--- config.mk ---
export PLATFORM = sky130hd
export DESIGN_NAME = spi_slave_responder
export DESIGN_NICKNAME = d
export VERILOG_FILES = /design/src/rtl/spi_pkg.sv /design/src/rtl/bit_synchronizer.sv /design/src/rtl/spi_slave_responder.sv
export SDC_FILE = /design/constraint.sdc
export NUM_CORES = 1
export LEC_CHECK = 0
export BUFFER_PORTS_ARGS = -buffer_cell sky130_fd_sc_hd__buf_4
export CORE_MARGIN = 2
export CORE_UTILIZATION = 53
export DETAILED_ROUTE_END_ITERATION = 10
export PLACE_DENSITY_LB_ADDON = 0.15
export SYNTH_ARGS = -nofsm -noshare
export SYNTH_HDL_FRONTEND = slang
export SYNTH_SLANG_ARGS = --single-unit
--- constraint.sdc ---
create_clock -name clk_clk -period 1.89 [get_ports clk_clk]
set_input_delay 0.0945 -clock clk_clk [delete_from_list [all_inputs] [get_ports clk_clk]]
set_output_delay 0.0945 -clock clk_clk [all_outputs]
set_load 0.02 [all_outputs]
--- src/rtl/spi_pkg.sv ---
// Shared types and constants for the SPI mode-0 responder.
// Latency: n/a (declarations only).
// Backpressure: n/a.
package spi_pkg;

    typedef enum logic [1:0] {
        ST_IDLE  = 2'd0,
        ST_SHIFT = 2'd1,
        ST_DONE  = 2'd2
    } state_t;

    // SCLK must be no faster than clk / MIN_SCLK_DIV so every SCLK phase
    // spans enough system clocks to survive synchronization and edge detection.
    localparam int MIN_SCLK_DIV = 8;

endpackage

--- src/rtl/bit_synchronizer.sv ---
// Multi-bit flop-chain synchronizer for independent slow asynchronous inputs.
// Latency: STAGES clk cycles from din to dout.
// Backpressure: none; samples every cycle.
module bit_synchronizer #(
    parameter int               WIDTH     = 1,
    parameter int               STAGES    = 2,
    parameter logic [WIDTH-1:0] RESET_VAL = '0
) (
    input  logic             clk,
    input  logic             rst_n,
    input  logic [WIDTH-1:0] din,
    output logic [WIDTH-1:0] dout
);

    logic [WIDTH-1:0] stage_q [STAGES];

    // Shift chain, preset to the idle level so reset release creates no edges
    always_ff @(posedge clk or negedge rst_n) begin
        if (!rst_n) begin
            for (int i = 0; i < STAGES; i++) begin
                stage_q[i] <= RESET_VAL;
            end
        end else begin
            stage_q[0] <= din;
            for (int i = 1; i < STAGES; i++) begin
                stage_q[i] <= stage_q[i-1];
            end
        end
    end

    assign dout = stage_q[STAGES-1];

endmodule

--- src/rtl/spi_slave_responder.sv ---
// SPI mode-0 slave: shifts a preloaded word out on MISO, captures the MOSI word, MSB first.
// Latency: SS_n fall -> MISO valid within SYNC_STAGES+2 clk; rx_valid 1 clk after last sampled rise.
// Backpressure: tx_ready low while the holding register is full; it empties at the next frame start.
module spi_slave_responder
    import spi_pkg::*;
#(
    parameter int                    DATA_WIDTH  = 16,
    parameter int                    SYNC_STAGES = 2,
    parameter logic [DATA_WIDTH-1:0] RESET_WORD  = '0
) (
    input  logic                  clk_clk,
    input  logic                  reset_reset_n,
    input  logic                  spi_sclk,
    input  logic                  spi_ss_n,
    input  logic                  spi_mosi,
    output logic                  spi_miso,
    output logic                  spi_miso_oe,
    input  logic [DATA_WIDTH-1:0] tx_data,
    input  logic                  tx_valid,
    output logic                  tx_ready,
    output logic [DATA_WIDTH-1:0] rx_data,
    output logic                  rx_valid,
    output logic                  frame_err,
    output logic                  busy
);

    localparam int DW = DATA_WIDTH;
    localparam int CW = $clog2(DW + 1);
    localparam logic [CW-1:0] CNT_LAST = CW'(DW - 1);
    localparam logic [CW-1:0] CNT_FULL = CW'(DW);

    logic [2:0]    sync_out;
    logic          sclk_s, ss_n_s, mosi_s;
    logic          sclk_d, ss_n_d;
    logic          ss_fall, ss_rise, sclk_rise, sclk_fall;
    logic [DW-1:0] hold_dat, last_tx, next_word;
    logic          hold_full, load_frame;
    logic [DW-1:0] shift_tx, shift_rx, rx_next;
    logic [CW-1:0] bit_cnt;
    state_t        state;

    // Order {sclk, ss_n, mosi}; idle preset is sclk=0, ss_n=1
    bit_synchronizer #(
        .WIDTH     (3),
        .STAGES    (SYNC_STAGES),
        .RESET_VAL (3'b010)
    ) u_sync (
        .clk   (clk_clk),
        .rst_n (reset_reset_n),
        .din   ({spi_sclk, spi_ss_n, spi_mosi}),
        .dout  (sync_out)
    );

    assign {sclk_s, ss_n_s, mosi_s} = sync_out;

    // One-cycle delayed copies of the synchronized lines for edge detection
    always_ff @(posedge clk_clk or negedge reset_reset_n) begin
        if (!reset_reset_n) begin
            sclk_d <= 1'b0;
            ss_n_d <= 1'b1;
        end else begin
            sclk_d <= sclk_s;
            ss_n_d <= ss_n_s;
        end
    end

    assign ss_fall   =  ss_n_d & ~ss_n_s;
    assign ss_rise   = ~ss_n_d &  ss_n_s;
    assign sclk_rise = ~sclk_d &  sclk_s;
    assign sclk_fall =  sclk_d & ~sclk_s;

    assign load_frame = (state == ST_IDLE) && ss_fall;
    assign next_word  = hold_full ? hold_dat : last_tx;
    assign tx_ready   = ~hold_full;
    assign rx_next    = (shift_rx << 1) | {{(DW-1){1'b0}}, mosi_s};

    // Holding register: filled on valid&ready, emptied when a frame starts
    always_ff @(posedge clk_clk or negedge reset_reset_n) begin
        if (!reset_reset_n) begin
            hold_dat  <= '0;
            hold_full <= 1'b0;
        end else if (load_frame) begin
            hold_full <= 1'b0;
        end else if (tx_valid && !hold_full) begin
            hold_dat  <= tx_data;
            hold_full <= 1'b1;
        end
    end

    // Frame FSM with shifters, bit counter and registered outputs
    always_ff @(posedge clk_clk or negedge reset_reset_n) begin
        if (!reset_reset_n) begin
            state       <= ST_IDLE;
            shift_tx    <= '0;
            shift_rx    <= '0;
            bit_cnt     <= '0;
            last_tx     <= RESET_WORD;
            spi_miso    <= 1'b0;
            spi_miso_oe <= 1'b0;
            busy        <= 1'b0;
            rx_data     <= '0;
            rx_valid    <= 1'b0;
            frame_err   <= 1'b0;
        end else begin
            rx_valid  <= 1'b0;
            frame_err <= 1'b0;
            case (state)
                ST_IDLE: begin
                    if (ss_fall) begin
                        shift_tx    <= next_word;
                        last_tx     <= next_word;
                        spi_miso    <= next_word[DW-1];
                        spi_miso_oe <= 1'b1;
                        busy        <= 1'b1;
                        bit_cnt     <= '0;
                        state       <= ST_SHIFT;
                    end
                end
                ST_SHIFT: begin
                    if (sclk_rise) begin
                        // Sample first; a coincident ss_rise still counts this bit
                        shift_rx <= rx_next;
                        bit_cnt  <= bit_cnt + 1'b1;
                        if (bit_cnt == CNT_LAST) begin
                            rx_data  <= rx_next;
                            rx_valid <= 1'b1;
                            if (ss_rise) begin
                                spi_miso    <= 1'b0;
                                spi_miso_oe <= 1'b0;
                                busy        <= 1'b0;
                                state       <= ST_IDLE;
                            end else begin
                                state <= ST_DONE;
                            end
                        end else if (ss_rise) begin
                            frame_err   <= 1'b1;
                            spi_miso    <= 1'b0;
                            spi_miso_oe <= 1'b0;
                            busy        <= 1'b0;
                            state       <= ST_IDLE;
                        end
                    end else if (ss_rise) begin
                        frame_err   <= 1'b1;
                        spi_miso    <= 1'b0;
                        spi_miso_oe <= 1'b0;
                        busy        <= 1'b0;
                        state       <= ST_IDLE;
                    end else if (sclk_fall && (bit_cnt < CNT_FULL)) begin
                        shift_tx <= shift_tx << 1;
                        spi_miso <= shift_tx[DW-2];
                    end
                end
                ST_DONE: begin
                    // MISO holds the last bit; further SCLK activity is ignored
                    if (ss_rise) begin
                        spi_miso    <= 1'b0;
                        spi_miso_oe <= 1'b0;
                        busy        <= 1'b0;
                        state       <= ST_IDLE;
                    end
                end
                default: state <= ST_IDLE;
            endcase
        end
    end

endmodule

==> Yosys cells after proc, flatten, opt, wreduce, memory -nomap -nowiden <==
Cells that the tools add are included.
{ "totals": {"ff_bits": 98, "input_bits": 22, "out_inout_bits": 22, "wordCells": 90} }
{ "classes": {"n_addsub": 1, "magnitude_cmp": 1, "eq_ne": 10, "n_mux": 33, "n_bitwise": 11, "n_reduce_logical": 18} }
{ "op_table": {"columns": ["operator", "n"], "rows": [
  ["15-bit 2-to-1 mux", 4],
  ["15-bit one-hot mux with 2 select lines", 1],
  ["1-bit 2-to-1 mux", 16],
  ["16-bit 2-to-1 mux", 1],
  ["16-bit by 1-bit bitwise OR with 16-bit output", 1],
  ["3-bit AND reduction", 4],
  ["2-bit 2-to-1 mux", 5],
  ["5-bit 2-to-1 mux", 2],
  ["2-bit != test, second input constant", 5],
  ["5-bit one-hot mux with 2 select lines", 1],
  ["1-bit inverter", 6],
  ["2-bit one-hot mux with 3 select lines", 1],
  ["2-bit AND reduction", 3],
  ["2-bit nonzero test", 3],
  ["5-bit by 1-bit adder with 5-bit output, second input constant", 1],
  ["5-bit by 4-bit equality test with 1-bit output, second input constant", 1],
  ["5-bit less-than comparator, second input constant", 1],
  ["5-bit AND reduction", 1],
  ["1-bit AND", 4],
  ["4-bit != test, second input constant", 1],
  ["1-bit logical AND", 3],
  ["1-bit one-hot mux with 3 select lines", 1],
  ["3-bit nonzero test", 1],
  ["2-bit by 1-bit equality test with 1-bit output, second input constant", 1],
  ["6 further kinds", 6]
]} }

==> Logic depth before layout (Yosys ltp) <==
{ "logic_depth": {"word_depth": 7, "ltp_mapped": 8, "mapped_depth_nobuf": 7} }

==> Hierarchy <==
Synthesis repeated with hierarchy kept, for this count alone.
{ "unflattened": {"cells_unflattened": 355, "hier_area_um2": 4247.8} }
{ "by_module_without_submodules": {"columns": ["module", "n_inst", "cells_per_inst", "area_each_um2", "seq_area_each_um2"], "rows": [
  ["spi_slave_responder", 1, 346, 4072.7, 2303.5],
  ["bit_synchronizer", 1, 9, 175.2, 152.6]
]} }

==> Worst setup path after synthesis <==
No wires, ideal clock.
{ "synth_path": {"path_kind": "register -> register", "startpoint": "register state[1]", "endpoint": "register rx_data[10]", "setup_ns": 0.125, "arrival_ns": 1.719, "required_time_ns": 1.765, "path_slack_ns": 0.047, "path_stages_with_launch": 8, "path_buffers": 2, "period_less_slack_ns": 1.843, "cell_sequence": "dfrtp_1 > inv_1 > ha_1 > and3b_2 > buf_4 > nand2_2 > buf_2 > mux2_2"} }
{ "synth_via": {"elab_chain_len": 2} }
{ "synth_lines": {"columns": ["element", "line", "text"], "rows": [
  ["start, declared", "spi_slave_responder.sv:40", "state_t state;"],
  ["start signal, assigned", "spi_slave_responder.sv:93", "state <= ST_IDLE;"],
  ["start signal, assigned", "spi_slave_responder.sv:116", "state <= ST_SHIFT;"],
  ["start signal, assigned", "spi_slave_responder.sv:131", "state <= ST_IDLE;"],
  ["2-bit by 1-bit equality test with 1-bit output", "spi_slave_responder.sv:107", "case (state)"],
  ["3-bit AND reduction (no source line)", null, null],
  ["end signal, assigned", "spi_slave_responder.sv:125", "rx_data <= rx_next;"],
  ["end, declared", "spi_slave_responder.sv:21", "output logic [DATA_WIDTH-1:0] rx_data,"]
]} }
No other way between the ends.
A chain may end at the register's enable or synchronous reset.

==> Worst setup path in the final report <==
{ "layout_path": {"startpoint": "register bit_cnt[0]", "endpoint": "register state[0]"} }
{ "layout_via": {"elab_chain_len": 4} }
{ "layout_lines": {"columns": ["element", "line", "text"], "rows": [
  ["start, declared", "spi_slave_responder.sv:39", "logic [CW-1:0] bit_cnt;"],
  ["start signal, assigned", "spi_slave_responder.sv:123", "bit_cnt <= bit_cnt + 1'b1;"],
  ["5-bit by 4-bit equality test with 1-bit output", "spi_slave_responder.sv:124", "if (bit_cnt == CNT_LAST) begin"],
  ["2-bit 2-to-1 mux", "spi_slave_responder.sv:124", null],
  ["2-bit 2-to-1 mux", "spi_slave_responder.sv:120", "if (sclk_rise) begin"],
  ["2-bit one-hot mux with 3 select lines", "spi_slave_responder.sv:107", null],
  ["end signal, assigned", "spi_slave_responder.sv:116", null],
  ["end signal, assigned", "spi_slave_responder.sv:131", null],
  ["end signal, assigned", "spi_slave_responder.sv:133", "state <= ST_DONE;"]
]} }
No other way between the ends.

==> results_dict.tcl <==
set metrics [dict create \
    run_status "finished clean" \
    place_congestion 0.871 \
    slew-limit-headroom_pct 71.5 \
    finalNonFillerCells 539 \
    synthesis.area_per_instance_sq_um 11.7 \
    placement.setup.worst_slack_ns 0.0945 \
    pd_cells_mw_per_mm2 1320 \
    finalWorstPathRequiredPeriod_ns 1.81 \
    power.ir.vdd_worst_v 0.000578 \
    setup_slack_ns 0.0804 \
    synth_enable_flop_cells 0 \
    netSwitchingFraction_pct 30.9 \
    yosys.area.top_type_share_pct 56.4 \
    drt_drc_violations_left 0 \
    worst_setup_hold_path_clk_slew_ns 0.10 \
    worst_slew_pin_slew_ns 0.427 \
    hp-class "in2async" \
    synthDistinctLibCells 44 \
    drive_gt1_share_pct 32.0 \
    area_growth_pct 23.4 \
    die-width_um 93.2 \
    clkLatencyLatePin_ns 0.37 \
    combPwrFrac_pct 31.0 \
    port_buffers 43 \
    synth.ff_latch_count 98 \
    cpMaxStageDelayCell "sky130_fd_sc_hd__dfrtp_1" \
    worstSetupStartpointType "register" \
    tritoncts_num_sinks 98 \
    synth.most_common_cell "sky130_fd_sc_hd__dfrtp_1" \
    setup_viol 0 \
    cts-root-buf "sky130_fd_sc_hd__clkbuf_8" \
    final.setup.tns_ns 0 \
    power.sequential.fraction_pct 45.3 \
    end_kind "register" \
    grt_start_max_net_pins 38 \
    async_reset_ff_share_pct 100 \
    internal_power_mw 4.73 \
    place.detailed.hpwl_um 4990 \
    postCtsSetupRepairBufs 0 \
    vias 2804 \
    final_max_slew_viol_count 0 \
    fin_crit_sh_pct 95.7 \
    critical_path_arrival_ns 2.05 \
    power.leakage_nw 2.66 \
    vias_per_cell 5.20 \
    power.clock.fraction_pct 23.7 \
    n_antenna_cell 0 \
    mappedNetlistArea_sq_mm 0.00422 \
    yosys_warning_total 0 \
    finalNetCount 460 \
    tritoncts_clock_tree "done" \
    crit_chain "ha_2, and3_1, ha_1, nand3b_1, a21oi_2, o22ai_1, a221o_1" \
    final-hold-violation-count 0 \
    die-height_um 93.2 \
    initial_core_util_pct 54.6 \
    overflow 0 \
    ctsLongestPathBuffers 2 \
    h-tree-depth 3 \
    grt_antenna_before_repair 0 \
    numCtsBuffers 9 \
    worst-path-max-fanout 3 \
    core_area_sq_mm 0.00773 \
    total_power_mw 6.85 \
    routed_wl_um 7430 \
    avgRoutedWirePerCell_um 13.8 \
    die_area_sq_mm 0.00869 \
    achievable-frequency_mhz 553 \
    netlist_instances 359 \
    drt_iter0_markers 101 \
    rsz0062_at_grt "false" \
    max-cap-violations 0 \
    detailed_place.area_sq_mm 0.00474 \
    drt_pass1_iterations 4 \
    synthTopCellsByArea "sky130_fd_sc_hd__dfrtp_1, sky130_fd_sc_hd__mux2_2, sky130_fd_sc_hd__nand2_1, sky130_fd_sc_hd__mux2i_1, sky130_fd_sc_hd__o21ai_0" \
    netlist_top_cells_count "sky130_fd_sc_hd__dfrtp_1, sky130_fd_sc_hd__nand2_1, sky130_fd_sc_hd__mux2_2" \
    grt_usage_pct 19.2 \
    synth_top_area_cell "sky130_fd_sc_hd__dfrtp_1" \
    place.detailed.instances 502 \
    timing.critical_path.required_ns 2.13 \
    num_rows 32 \
    worst-setup-path-type "reg2reg" \
    cp_slowest_stage_delay_ns 0.39 \
    ant_nets 0 \
    clock-skew-final_ns 0.0106 \
    first_global_vias 2843 \
    mappedNetlistNets 387 \
    seq_area_frac_synth_pct 58.2 \
    design.portCount 44 \
    prevailing_post_synth_register_cell "sky130_fd_sc_hd__dfrtp_1" \
    switchingPower_mw 2.12 \
    grt_first_pass_wirelength_um 13000 \
    post-route-cell-area_sq_mm 0.00520 \
]
metrics by stage:
step,hold WS [ns],utilization (%)
floorplan,-0.201,-
global placement,0.0590,61.4
detailed placement,0.0620,61.4
CTS,0.197,67.3
global route,0.236,67.4
finish,0.200,67.4
critical path, delay by kind of cell (launching register included):
kind	cells	cell delay, ns
adder cells (fa/ha/maj)	2	0.38
flip-flops	1	0.39
AO/OA/AOI/OAI	3	0.64
AND/OR/NAND/NOR	2	0.27
cells in the final DEF, fill, tap and decap left out, types with 2 or more instances in the layout:
master	n
sky130_fd_sc_hd__a21oi_1	2
sky130_fd_sc_hd__clkbuf_8	9
sky130_fd_sc_hd__o21ai_0	34
sky130_fd_sc_hd__nand2_1	83
sky130_fd_sc_hd__inv_1	9
sky130_fd_sc_hd__mux2_2	42
sky130_fd_sc_hd__nor3_1	4
sky130_fd_sc_hd__dfstp_2	3
sky130_fd_sc_hd__dfrtp_1	95
sky130_fd_sc_hd__dlygate4sd3_1	21
sky130_fd_sc_hd__mux2i_1	17
sky130_fd_sc_hd__buf_4	55
sky130_fd_sc_hd__o21ai_2	2
sky130_fd_sc_hd__buf_12	4
sky130_fd_sc_hd__and3_1	3
sky130_fd_sc_hd__bufinv_16	3
sky130_fd_sc_hd__nand2_2	2
sky130_fd_sc_hd__inv_6	3
sky130_fd_sc_hd__mux2_4	9
sky130_fd_sc_hd__nor2b_1	2
sky130_fd_sc_hd__ha_1	5
sky130_fd_sc_hd__nor2_1	4
flip-flops by register name, summed over array words and instances (netlist names):
signal,cells
rx_data,16
u_sync.stage_q,3
hold_dat,16
spi_miso,1
shift_tx,15
busy,1
rx_valid,1
u_sync.dout,3
ss_n_d,1
last_tx,16
frame_err,1
state,2
bit_cnt,5
sclk_d,1
shift_rx,15
hold_full,1
routing by layer:
metal  vias to the layer above  part of all wire (%)  track usage [%]
met4                         0                   2.3             9.93
met5                         -                     0                0
met3                        13                   2.6             3.22
met2                        45                    48             30.9
li1                       1372                     -                -
met1                      1374                    47             25.1
cell type report:
type	count	area [sq um]
Clock buffer	9	124
Inverter	9	33.8
Multi-Input combinational cell	234	1640
Timing Repair Buffer	80	703
Tap cell	102	128
Clock inverter	7	121
Fill cell	599	2520
Sequential cell	98	2460
cell families (layout without fill, tap and decap cells):
logic type               count (synthesis)  after routing  synth area share, %
AND/OR/NAND/NOR                        109            109                 11.4
flip-flops                              98             98                 58.2
multiplexers                            68             68                 18.5
AO/OA/AOI/OAI                           51             51                 7.12
buffers and inverters                   27            105                 3.03
adder cells (fa/ha/maj)                  6              6                 1.78
power groups by stage:
stage | clock (mW) | sequential (mW) | combinational [mW]
detailed placement | 0 | 3.14 | 2.09
global placement | 0 | 3.11 | 2.02
CTS | 1.67 | 3.10 | 2.14
finish | 1.62 | 3.10 | 2.12
global route | 1.74 | 3.19 | 2.37
floorplan | 0 | 3.06 | 1.58
path summary, 6_finish.rpt:
path	startpoint	endpoint	slack (ns)	depth (start not counted)
worst max-delay path	bit_cnt[0]	state[0]	0.08	7
worst min-delay path	reset_reset_n	shift_rx[14]	0.20	2
worst max register to register	bit_cnt[0]	state[0]	0.08	7
worst min register to register	u_sync.stage_q[5]	u_sync.dout[2]	0.36	0
max in group asynchronous	reset_reset_n	u_sync.stage_q[4]	0.97	3
min in group clk_clk	u_sync.stage_q[5]	u_sync.dout[2]	0.36	0
repair_timing:
action                                  in CTS  in global routing
hold endpoints to repair                    50                  0
hold buffers                                21                  0
endpoints found under the setup margin       0                  1
gates resized for setup                      0                  2
(Power assumes the default switching activity.)
